===== src/rtl/scr_base_l3_bk_pkg.sv =====
// Shared types and constants for the L3 bank tag pipe tag-write buffer.
package scr_base_l3_bk_pkg;

    localparam int SET_W      = 10;
    localparam int WAY_N      = 16;
    localparam int WAY_W      = $clog2(WAY_N);
    localparam int TAG_W      = 24;
    localparam int ST_W       = 3;
    localparam int DEPTH      = 4;
    localparam int CNT_W      = $clog2(DEPTH) + 1;
    localparam int STARVE_MAX = 8;
    localparam int STARVE_W   = $clog2(STARVE_MAX + 1);

    typedef struct packed {
        logic [SET_W-1:0] set;
        logic [WAY_W-1:0] way;
        logic [TAG_W-1:0] tag;
        logic [ST_W-1:0]  st;
    } tp_twr_entry_t;

    typedef struct packed {
        logic [TAG_W-1:0] tag;
        logic [ST_W-1:0]  st;
    } tp_twr_wdata_t;

    function automatic logic [WAY_N-1:0] way_idx_to_mask(input logic [WAY_W-1:0] way);
        way_idx_to_mask      = '0;
        way_idx_to_mask[way] = 1'b1;
    endfunction

endpackage


===== src/rtl/scr_base_l3_bk_tp_twr_fifo.sv =====
// Circular FIFO of tag-write entries; exposes every slot and its validity so
// the owner can compare against all pending writes.
module scr_base_l3_bk_tp_twr_fifo
    import scr_base_l3_bk_pkg::*;
#(
    parameter int F_DEPTH = 4
) (
    input  logic                        clk,
    input  logic                        rst,
    input  logic                        push,
    input  tp_twr_entry_t               push_data,
    input  logic                        pop,
    output tp_twr_entry_t               head,
    output logic [$clog2(F_DEPTH):0]    cnt,
    output logic [F_DEPTH-1:0]          ent_vld,
    output tp_twr_entry_t               ents [F_DEPTH]
);

    localparam int PTR_W = $clog2(F_DEPTH);

    logic [PTR_W-1:0] wr_ptr;
    logic [PTR_W-1:0] rd_ptr;
    logic [PTR_W-1:0] off [F_DEPTH];
    tp_twr_entry_t    mem [F_DEPTH];

    // NOTE: sequential state uses non-blocking assignments so every register
    // samples the pre-edge values regardless of statement order.
    always_ff @(posedge clk) begin
        if (rst) begin
            wr_ptr <= '0;
            rd_ptr <= '0;
            cnt    <= '0;
        end else begin
            if (push) wr_ptr <= wr_ptr + 1'b1;
            if (pop)  rd_ptr <= rd_ptr + 1'b1;
            case ({push, pop})
                2'b10:   cnt <= cnt + 1'b1;
                2'b01:   cnt <= cnt - 1'b1;
                default: cnt <= cnt;
            endcase
        end
    end

    // NOTE: storage is deliberately left unreset; slot validity comes only
    // from the pointers and count, so stale contents are never observed.
    always_ff @(posedge clk) begin
        if (push) mem[wr_ptr] <= push_data;
    end

    // A slot is live when its distance from the read pointer is below count.
    for (genvar i = 0; i < F_DEPTH; i++) begin : g_vld
        assign off[i]     = PTR_W'(i) - rd_ptr;
        assign ent_vld[i] = {1'b0, off[i]} < cnt;
        assign ents[i]    = mem[i];
    end

    assign head = mem[rd_ptr];

endmodule


===== src/rtl/scr_base_l3_bk_tp_twr.sv =====
// L3 bank tag-write buffer: queues tag/state updates and drains them into the
// single-port tag RAM around D1 reads, forcing a write after bounded starvation.
module scr_base_l3_bk_tp_twr
    import scr_base_l3_bk_pkg::*;
(
    input  logic                   clk,
    input  logic                   rst,
    input  logic                   upd_vld,
    output logic                   upd_rdy,
    input  logic [SET_W-1:0]       upd_set,
    input  logic [WAY_W-1:0]       upd_way,
    input  logic [TAG_W-1:0]       upd_tag,
    input  logic [ST_W-1:0]        upd_st,
    input  logic                   d1_rd_req,
    input  logic [SET_W-1:0]       d1_rd_set,
    output logic                   d1_stall,
    output logic                   d1_haz,
    output logic                   ram_we,
    output logic [SET_W-1:0]       ram_set,
    output logic [WAY_N-1:0]       ram_way_mask,
    output logic [TAG_W+ST_W-1:0]  ram_wdata,
    output logic [CNT_W-1:0]       q_cnt
);

    tp_twr_entry_t        push_data;
    tp_twr_entry_t        head;
    tp_twr_entry_t        ents [DEPTH];
    logic [DEPTH-1:0]     ent_vld;
    logic                 push;
    logic                 head_vld;
    logic                 force_wr;
    logic                 issue;
    logic                 set_match;
    logic [STARVE_W-1:0]  starve_cnt;
    tp_twr_wdata_t        ram_wdata_q;

    assign push_data = '{set: upd_set, way: upd_way, tag: upd_tag, st: upd_st};
    assign upd_rdy   = (q_cnt != CNT_W'(DEPTH));
    assign push      = upd_vld & upd_rdy;

    scr_base_l3_bk_tp_twr_fifo #(.F_DEPTH(DEPTH)) u_fifo (
        .clk       (clk),
        .rst       (rst),
        .push      (push),
        .push_data (push_data),
        .pop       (issue),
        .head      (head),
        .cnt       (q_cnt),
        .ent_vld   (ent_vld),
        .ents      (ents)
    );

    assign head_vld = (q_cnt != '0);
    assign force_wr = head_vld & (starve_cnt == STARVE_W'(STARVE_MAX));
    assign issue    = head_vld & (~d1_rd_req | force_wr);
    assign d1_stall = force_wr;

    // NOTE: every combinational output gets a default first so no path
    // through the block can leave it unassigned and infer a latch.
    always_comb begin
        set_match = 1'b0;
        for (int i = 0; i < DEPTH; i++) begin
            if (ent_vld[i] && (ents[i].set == d1_rd_set)) set_match = 1'b1;
        end
    end

    // The in-flight RAM write counts as pending until it has landed.
    assign d1_haz = d1_rd_req & (set_match | (ram_we & (ram_set == d1_rd_set)));

    always_ff @(posedge clk) begin
        if (rst) begin
            starve_cnt   <= '0;
            ram_we       <= 1'b0;
            ram_set      <= '0;
            ram_way_mask <= '0;
            ram_wdata_q  <= '0;
        end else begin
            ram_we <= issue;
            if (issue) begin
                ram_set      <= head.set;
                ram_way_mask <= way_idx_to_mask(head.way);
                ram_wdata_q  <= '{tag: head.tag, st: head.st};
            end
            // Saturates because a forced cycle always issues and clears.
            if (issue || !head_vld)
                starve_cnt <= '0;
            else if (d1_rd_req && !force_wr)
                starve_cnt <= starve_cnt + 1'b1;
        end
    end

    assign ram_wdata = ram_wdata_q;

endmodule


===== config.mk =====
export PLATFORM = sky130hd
export DESIGN_NAME = scr_base_l3_bk_tp_twr
export DESIGN_NICKNAME = d
export VERILOG_FILES = /design/src/rtl/scr_base_l3_bk_pkg.sv /design/src/rtl/scr_base_l3_bk_tp_twr_fifo.sv /design/src/rtl/scr_base_l3_bk_tp_twr.sv
export SDC_FILE = /design/constraint.sdc
export NUM_CORES = 1
export LEC_CHECK = 0
export CORE_ASPECT_RATIO = 0.8
export CORE_MARGIN = 5
export CORE_UTILIZATION = 45
export CTS_CLUSTER_SIZE = 20
export DETAILED_ROUTE_END_ITERATION = 7
export PLACE_DENSITY = 0.67
export SYNTH_ARGS = -nofsm -noshare
export SYNTH_HDL_FRONTEND = slang
export SYNTH_SLANG_ARGS = --single-unit

===== constraint.sdc =====
create_clock -name clk -period 3.85 [get_ports clk]
set_clock_uncertainty 0.2 [all_clocks]
set_input_delay 0.77 -clock clk [delete_from_list [all_inputs] [get_ports clk]]
set_output_delay 0.77 -clock clk [all_outputs]
set_load 0.02 [all_outputs]

# Word-level counts from Yosys, hierarchy flattened

Memory sizes are Yosys's and may differ from the RTL's. A register that Yosys moved wholly into a read port is not among the register bits.
Index checks and enable logic that the tools add are counted.

Bitwise gates (word level): 8
Magnitude comparators: 6
Mux-type cells: 11
$add $sub $neg: 9
Reduce and logical (&&, ||, !) cells: 12
Equality and inequality tests: 9

Operators with widths:

| operator                                                                             | number |
|---|---|
| 10-bit equality test                                                                 | 5 |
| 2-bit by 3-bit less-than comparator with 1-bit output                                | 4 |
| 1-bit two-way mux                                                                    | 7 |
| 1-bit logical AND                                                                    | 6 |
| 3-bit one-hot mux with 2 select lines                                                | 1 |
| 1-bit bitwise AND                                                                    | 5 |
| 4-bit by 5-bit less-than comparator with 1-bit output (second input constant)        | 1 |
| 2-bit by 1-bit adder with 2-bit output (second input constant)                       | 2 |
| 4-bit by 1-bit adder with 4-bit output (second input constant)                       | 1 |
| 1-bit demux with 4-bit select                                                        | 1 |
| 4-bit equality test (second input constant)                                          | 1 |
| 4-bit by 1-bit greater-or-equal comparator with 1-bit output (second input constant) | 1 |
| 2-bit two-way mux                                                                    | 2 |
| 1-bit by 2-bit subtractor with 2-bit output (first input constant)                   | 2 |
| 2-bit subtractor (first input constant)                                              | 2 |
| 3-bit by 1-bit adder with 3-bit output (second input constant)                       | 1 |
| 3-bit inequality test (second input constant)                                        | 1 |
| 3-bit nonzero test                                                                   | 1 |
| 3-bit by 1-bit subtractor with 3-bit output (second input constant)                  | 1 |
| 2-bit by 1-bit equality test with 1-bit output (second input constant)               | 1 |
| 2-bit equality test (second input constant)                                          | 1 |
| 1-bit zero test                                                                      | 2 |
| 1-bit OR                                                                             | 2 |
| 2-bit nonzero test                                                                   | 1 |
| 3 further kinds                                                                      | 3 |

Input bits: 55
Word-level logic and storage cells: 65
Bits in registers: 65
Memories: 1
Memory bits (writable): 164

Memories:

| memory     | words | width | read ports | clocked after memory_dff | wr ports | RTL line                         | RTL |
|---|---|---|---|---|---|---|---|
| u_fifo.mem | 4     | 41    | 5          | 1                        | 1        | scr_base_l3_bk_tp_twr_fifo.sv:24 | `tp_twr_entry_t mem [F_DEPTH];` |

# Longest topological paths before layout

Gate-level depths: netlist of run 1.

Word-level depth: 9
Depth in mapped cells: 14
Mapped depth without buffers: 11

# By module

Synthesis of run 1 repeated with hierarchy kept, for this count alone.

Cells, all modules: 621
Area total of the unflattened synthesis: 9291.4 µm²

Modules (own cells, without submodules):

| module                     | cells an instance | area an instance (µm²) | instances | seq. area each (µm²) |
|---|---|---|---|---|
| scr_base_l3_bk_tp_twr_fifo | 277               | 6512.5                 | 1         | 5104.9 |
| scr_base_l3_bk_tp_twr      | 344               | 2778.9                 | 1         | 1161.1 |

# Worst setup path after synthesis of run 1

OpenSTA, ideal clock, no wires.

Path kind: in2out
Start point: input d1_rd_set[8]
End point: output d1_haz
Cell stages on the path: 6
Arrival: 1.945 ns
Slack: 0.935 ns
Path through: buf_2 > xor2_1 > nor4_1 > o21ai_0 > nor4_1 > o41a_1

Longest elaborated chain between the ends: 8
Elaborated cells on any way between the ends: 16
Those cells by class: eq/ne: 5; mux: 4; bitwise: 3; reduce/logical: 4

Ends and longest elaborated chain:

| item                           | RTL line                    | RTL |
|---|---|---|
| from (decl)                    | scr_base_l3_bk_tp_twr.sv:15 | `input logic [SET_W-1:0] d1_rd_set,` |
| 10-bit equality test           | scr_base_l3_bk_tp_twr.sv:63 | `if (ent_vld[i] && (ents[i].set == d1_rd_set)) set_match = 1'b1;` |
| 1-bit logical AND              | scr_base_l3_bk_tp_twr.sv:63 |  |
| 1-bit two-way mux (4 in a row) | scr_base_l3_bk_tp_twr.sv:63 |  |
| 1-bit OR *                     | scr_base_l3_bk_tp_twr.sv:68 | `assign d1_haz = d1_rd_req & (set_match \| (ram_we & (ram_set == d1_rd_set)));` |
| 1-bit bitwise AND *            | scr_base_l3_bk_tp_twr.sv:68 |  |
| to (decl)                      | scr_base_l3_bk_tp_twr.sv:17 | `output logic d1_haz,` |

Every way passes the cells marked *; elsewhere a longest branch is shown, timed or not.

# Worst setup path in the final report of run 1

Start point: input d1_rd_set[9]
End point: output d1_haz

The elaborated chain is that of the path after synthesis.

==> flow_summary.ini, run 1 <==
[timing]
setup_slack_ns = 0.194
max_clock_freq_mhz = 274
rsz0062_at_grt = false
timing.final.crit_share_pct = 95.0
layout_min_cycle_time_ns = 3.66
whs_ns = 0.249
slew_headroom_pct = 55.2
setup_viol = 0
drv_slew = 0
tightest_slew_ns = 0.671
finalHoldViolCount = 0

[logic_synthesis]
yosys.area_share.xor_xnor_pct = 5.49
syn-num-nets = 689
ys_types = 33
yosys.area_share.simple_pct = 8.19
synth_area_um2 = 9260
synth_seq_cells = 231
synth-edff-count = 164
synth_mux_area_share_pct = 9.97
synth-async-reset-ratio_pct = 0
synth_compound_area_share_pct = 3.89
synthAdderAreaFrac_pct = 1.70
yosysSeqAreaShare_pct = 67.7
ys.flop_type = edfxtp_1
yosysWarnings = 0
synthCells = 622
avgSynthCellArea_um2 = 14.9
synth_top_family_by_area = multiplexers

[placement]
hpwl_mm = 13.4
place.gp.congestion = 0.858
post-place-ws_ns = -0.190
io_buffers = 114
placed_area_um2 = 10700

[finish]
drive_above_1_share_pct = 15.4
utilization_pct = 56.2
diodes = 0
finalInstanceArea_um2 = 11500
area_delta_synth_final_pct = 24.2
nets = 810
final_common_cell = edfxtp_1
final_cell_mix = edfxtp_1, clkdlybuf4s50_1, nand2_1

[die]
die_x_um = 170
die_area_um2 = 23600
fp-row-count = 47
core_um2 = 20500
dieHeight_um = 138
io_pins = 115
initial_core_util_pct = 45.2

[clock_network]
clock-sinks = 231
cts_setup_buffers = 0
clockBufferDepth = 3
hold_buffers = 0
clock_latency_ns = 0.52
clockRootBuffer = clkbuf_16
cts-buffers-inserted = 24
tritoncts = yes
clkTransAtPathRegs_ns = 0.05
cts_max_level = 1

[grt]
antenna_found_initial = 1
first_global_vias = 5756
track_usage_pct = 17.3
grt_start_max_net_pins = 56
grt_pass1_wl_mm = 31.9
grt_overflow = 0

[routing]
post_drt_wl_per_cell_um = 19.8
drt_iter0_drc = 411
num_vias = 5494
drtAntennaViolNets = 0
viasPerCell = 5.34
first_pass_iters = 5
route.detailed.drc = 0
drt_wl_total_mm = 20.4

[run]
maxCapViolations = 0

[power_and_ir_drop]
power_mw = 7.56
ir_drop_mv = 0.362
cellLeakagePower_nw = 3.77
powerDensity_nw_per_um2 = 657

[outcome]
status = finished, final reports clean

[hold_path]
hp-class = reg -> reg

[setup_path]
worstSetupEndpointType = primary output
arrival_ns = 2.69
cp_max_fo = 2
worstPathRequired_ns = 2.88
path_class = in -> out
start_kind = input pin
[what timing repair did]
item                                   CTS  global route
gates resized for setup                  1             2
endpoints found under the hold margin    0             0
setup endpoints to repair                1             1
[synthesized netlist by cell type (2+ instances only)]
master      n  area, um^2
nand2_1    94         353
nor2_1     15        56.3
xor2_1     33         289
clkbuf_1    8        30.0
edfxtp_1  164        4920
and3_1      4        25.0
nand4_1     4        25.0
xnor2_1    25         219
nor2b_4     4        55.1
buf_2      19        95.1
nor2_4      2        22.5
o21ai_0     5        25.0
inv_1      11        41.3
buf_4       5        37.5
mux4_2     41         923
nand3_1    21         105
nor4_1      8        50.1
dfxtp_1    67        1340
buf_6       7        78.8
and2_1      3        18.8
a21oi_1    60         300
ha_1       11         138
[routing by layer]
layer	track usage, %	up-vias	part of all wire (%)
met5	0	-	0.064
met4	4.29	2	2.3
met3	3.85	41	7.0
met2	28.5	196	48
met1	23.5	2742	42
li1	-	2513	-
[metrics by stage]
stage          cells  TNS (ns)
5_1_grt         1029         0
2_1_floorplan    622         0
3_5_place_dp     986    -0.190
4_1_cts         1029         0
6_report        1029         0
3_3_place_gp     986    -0.188
[path summary, 6_finish.rpt]
| kind | startpoint | end | slack, ns | cells after the start |
|---|---|---|---|---|
| worst max-delay path | d1_rd_set[9] | d1_haz | 0.19 | 7 |
| worst min-delay path | ram_way_mask[0]$_SDFFE_PP0P_ | ram_way_mask[0]$_SDFFE_PP0P_ | 0.25 | 2 |
| worst max register to register | u_fifo.cnt[1]$_SDFFE_PP0P_ | u_fifo.cnt[2]$_SDFFE_PP0P_ | 1.15 | 10 |
| worst min register to register | ram_way_mask[0]$_SDFFE_PP0P_ | ram_way_mask[0]$_SDFFE_PP0P_ | 0.25 | 2 |
[worst max-delay path: stages]
cell and delay, ns:
clkdlybuf4s50_1 0.50, xor2_1 0.19, nor4_1 0.32, o21ai_0 0.16, nor4_1 0.32, o41a_1 0.23, clkbuf_2 0.19
[cell type report]
class | count | area [um^2]
Sequential cell | 231 | 6270
Clock buffer | 28 | 636
Clock inverter | 15 | 169
Fill cell | 1643 | 8960
Inverter | 12 | 45.0
Multi-Input combinational cell | 340 | 2710
Timing Repair Buffer | 134 | 1330
Tap cell | 269 | 337
[flip-flops by register name, indices dropped and copies added (netlist names), named ones only]
| signal | cells |
|---|---|
| u_fifo.cnt | 3 |
| u_fifo.rd_ptr | 2 |
| starve_cnt | 4 |
| ram_we | 1 |
| u_fifo.wr_ptr | 2 |
| u_fifo.mem | 164 |
| ram_way_mask | 16 |
| ram_set | 10 |
| ram_wdata | 27 |
[where the power goes]
| part | internal [mW] | switching, mW | total [mW] |
|---|---|---|---|
| combinational | 0.907 | 1.05 | 1.95 |
| clock | 1.39 | 0.932 | 2.32 |
| sequential | 3.01 | 0.276 | 3.28 |
[cells by family after synthesis]
| logic type | Yosys count |
|---|---|
| flip-flops | 231 |
| XOR/XNOR | 58 |
| AND/OR/NAND/NOR | 160 |
| adder cells (fa/ha/maj) | 12 |
| AO/OA/AOI/OAI | 69 |
| buffers and inverters | 51 |
| multiplexers | 41 |
No activity file was read; power rests on OpenSTA's default activity.
==> run 2: changes to the inputs <==
- CORE_UTILIZATION: 45 -> 55
- PLACE_DENSITY: 0.67 -> 0.79
==> run 2 against run 1 <==
Routed wire length down 4.3%. Total power down 2.4%. Utilization up 12 points. Sequential share of layout area up 0.73 points. Combinational power about the same. Via count down 2.2%. Register-to-register slack better by 0.09 ns. Worst setup slack worse by 0.073 ns. Global-route usage up 2.7 points. Final cell count down 5.2%. Critical endpoint unchanged.
==> flow_summary.ini, run 2 (same netlist as run 1, synthesis figures left out) <==
[setup_path]
worstSetupEndpointType = primary output
r2r_start = u_fifo.cnt[1]$_SDFFE_PP0P_
cp_cell_sequence = clkdlybuf4s50_1, xor2_1, nor4_1, o21ai_0, nor4_1, o41a_1, dlygate4sd2_1
arrival_ns = 2.76
reg2reg_to = u_fifo.cnt[2]$_SDFFE_PP0P_
cp_max_fo = 4
reg2reg_depth = 10
worstPathRequired_ns = 2.88
start_kind = input pin
path_class = in -> out
cp-startpoint = d1_rd_set[0]
cp_slowest_stage_delay_ns = 0.48
cpMostUsedCell = nor4_1
slowest_stage = clkdlybuf4s50_1
timing.reg2reg.setup_slack_ns = 1.24

[placement]
place.gp.congestion = 0.869
hpwl_mm = 12.6
io_buffers = 114

[finish]
diodes = 0
top_register = u_fifo.mem
area_delta_synth_final_pct = 22.6
nets = 807
final_cell_mix = edfxtp_1, clkdlybuf4s50_1, nand2_1
final_common_cell = edfxtp_1
largest_register_ffs = 164
drive_above_1_share_pct = 14.6

[power_and_ir_drop]
power_mw = 7.38
powerDensity_nw_per_um2 = 650
ir_drop_mv = 0.454
cellLeakagePower_nw = 3.73

[timing]
drv_slew = 0
timing.final.crit_share_pct = 96.8
tightest_slew_ns = 0.711
slew_headroom_pct = 52.6
max_clock_freq_mhz = 268
whs_ns = 0.249
finalHoldViolCount = 0
rsz0062_at_grt = false
setup_viol = 0
layout_min_cycle_time_ns = 3.73

[clock_network]
tritoncts = yes
cts_setup_buffers = 0
clkTransAtPathRegs_ns = 0.06
hold_buffers = 0
cts-buffers-inserted = 22
clockRootBuffer = clkbuf_16
clock_latency_ns = 0.51
clockBufferDepth = 3
clock-sinks = 231
cts_max_level = 1

[die]
core_um2 = 16600
dieHeight_um = 126
io_pins = 115
initial_core_util_pct = 55.9
die_x_um = 155
fp-row-count = 42
die_area_um2 = 19500

[routing]
first_pass_iters = 4
post_drt_wl_per_cell_um = 20.0
drtAntennaViolNets = 0
route.detailed.drc = 0
viasPerCell = 5.50
drt_wl_total_mm = 19.5
drt_iter0_drc = 385
num_vias = 5372

[hold_path]
hold_depth = 2
hp-class = reg -> reg
min_from = ram_way_mask[0]$_SDFFE_PP0P_
holdPathEnd = ram_way_mask[0]$_SDFFE_PP0P_

[grt]
grt_start_max_net_pins = 56
grt_overflow = 0
antenna_found_initial = 0
first_global_vias = 5644
track_usage_pct = 20.0
grt_pass1_wl_mm = 30.8

[outcome]
status = finished, final reports clean

[run]
maxCapViolations = 0
## run 2: layer usage
metal,global-route usage [%],routed length (um),vias up,share of wire [%]
li1,-,-,2507,-
met1,28.2,8260,2637,42
met2,33.1,9440,203,48
met3,4.15,1500,25,7.7
met4,3.63,333,0,1.7
met5,0,0,-,0
## run 2: worst max-delay path by stage
stage	end	slack, ns	depth (start not counted)
3_3_place_gp	d1_haz	-0.15	7
3_5_place_dp	d1_haz	-0.1	8
5_1_grt	d1_haz	0.03	8
2_1_floorplan	d1_haz	0.93	6
6_report	d1_haz	0.12	7
4_1_cts	d1_haz	0.15	8
## run 2: timing repair
item / 4_1_cts / 5_1_grt
setup endpoints to repair: 1 / 0
endpoints found under the hold margin: 0 / 0
resized for setup: 1 / 0
## run 2: worst max-delay path, delay by kind of cell
family,cells,cell delay (ns)
AO/OA/AOI/OAI,2,0.37
buffers and inverters,2,0.84
XOR/XNOR,1,0.17
AND/OR/NAND/NOR,2,0.61
## run 2: per-stage QoR
| stage | util, % | setup WS, ns | TNS, ns | cells | cell area, um^2 |
|---|---|---|---|---|---|
| final | 68.6 | 0.121 | 0 | 976 | 11400 |
| after global routing | 68.6 | 0.0320 | 0 | 976 | 11400 |
| after CTS | 68.6 | 0.151 | 0 | 976 | 11400 |
| after detailed placement | 64.2 | -0.0981 | -0.0981 | 936 | 10600 |
| after global placement | 64.2 | -0.146 | -0.146 | 936 | 10600 |
| after floorplan | - | 0.935 | 0 | 622 | 9260 |
## run 2: layout make-up
| cell class | count | area, um^2 |
|---|---|---|
| clock buffer | 31 | 624 |
| tap | 220 | 275 |
| multi-input combinational | 340 | 2710 |
| clock inverter | 9 | 106 |
| fill | 1115 | 5200 |
| inverter | 12 | 45.0 |
| sequential | 231 | 6270 |
| timing repair buffer | 133 | 1320 |
## run 2: report_power, final
group | leakage (nW) | switching (mW) | internal [mW]
clock network | 0.356 | 0.881 | 1.27
logic | 1.33 | 1.05 | 0.905
registers | 2.05 | 0.259 | 3.01
==> run 3: changes to the inputs <==
- CAP_MARGIN: unset -> 40
==> results of run 3 <==
Final layout, timing and power as in run 2 (identical DEF).
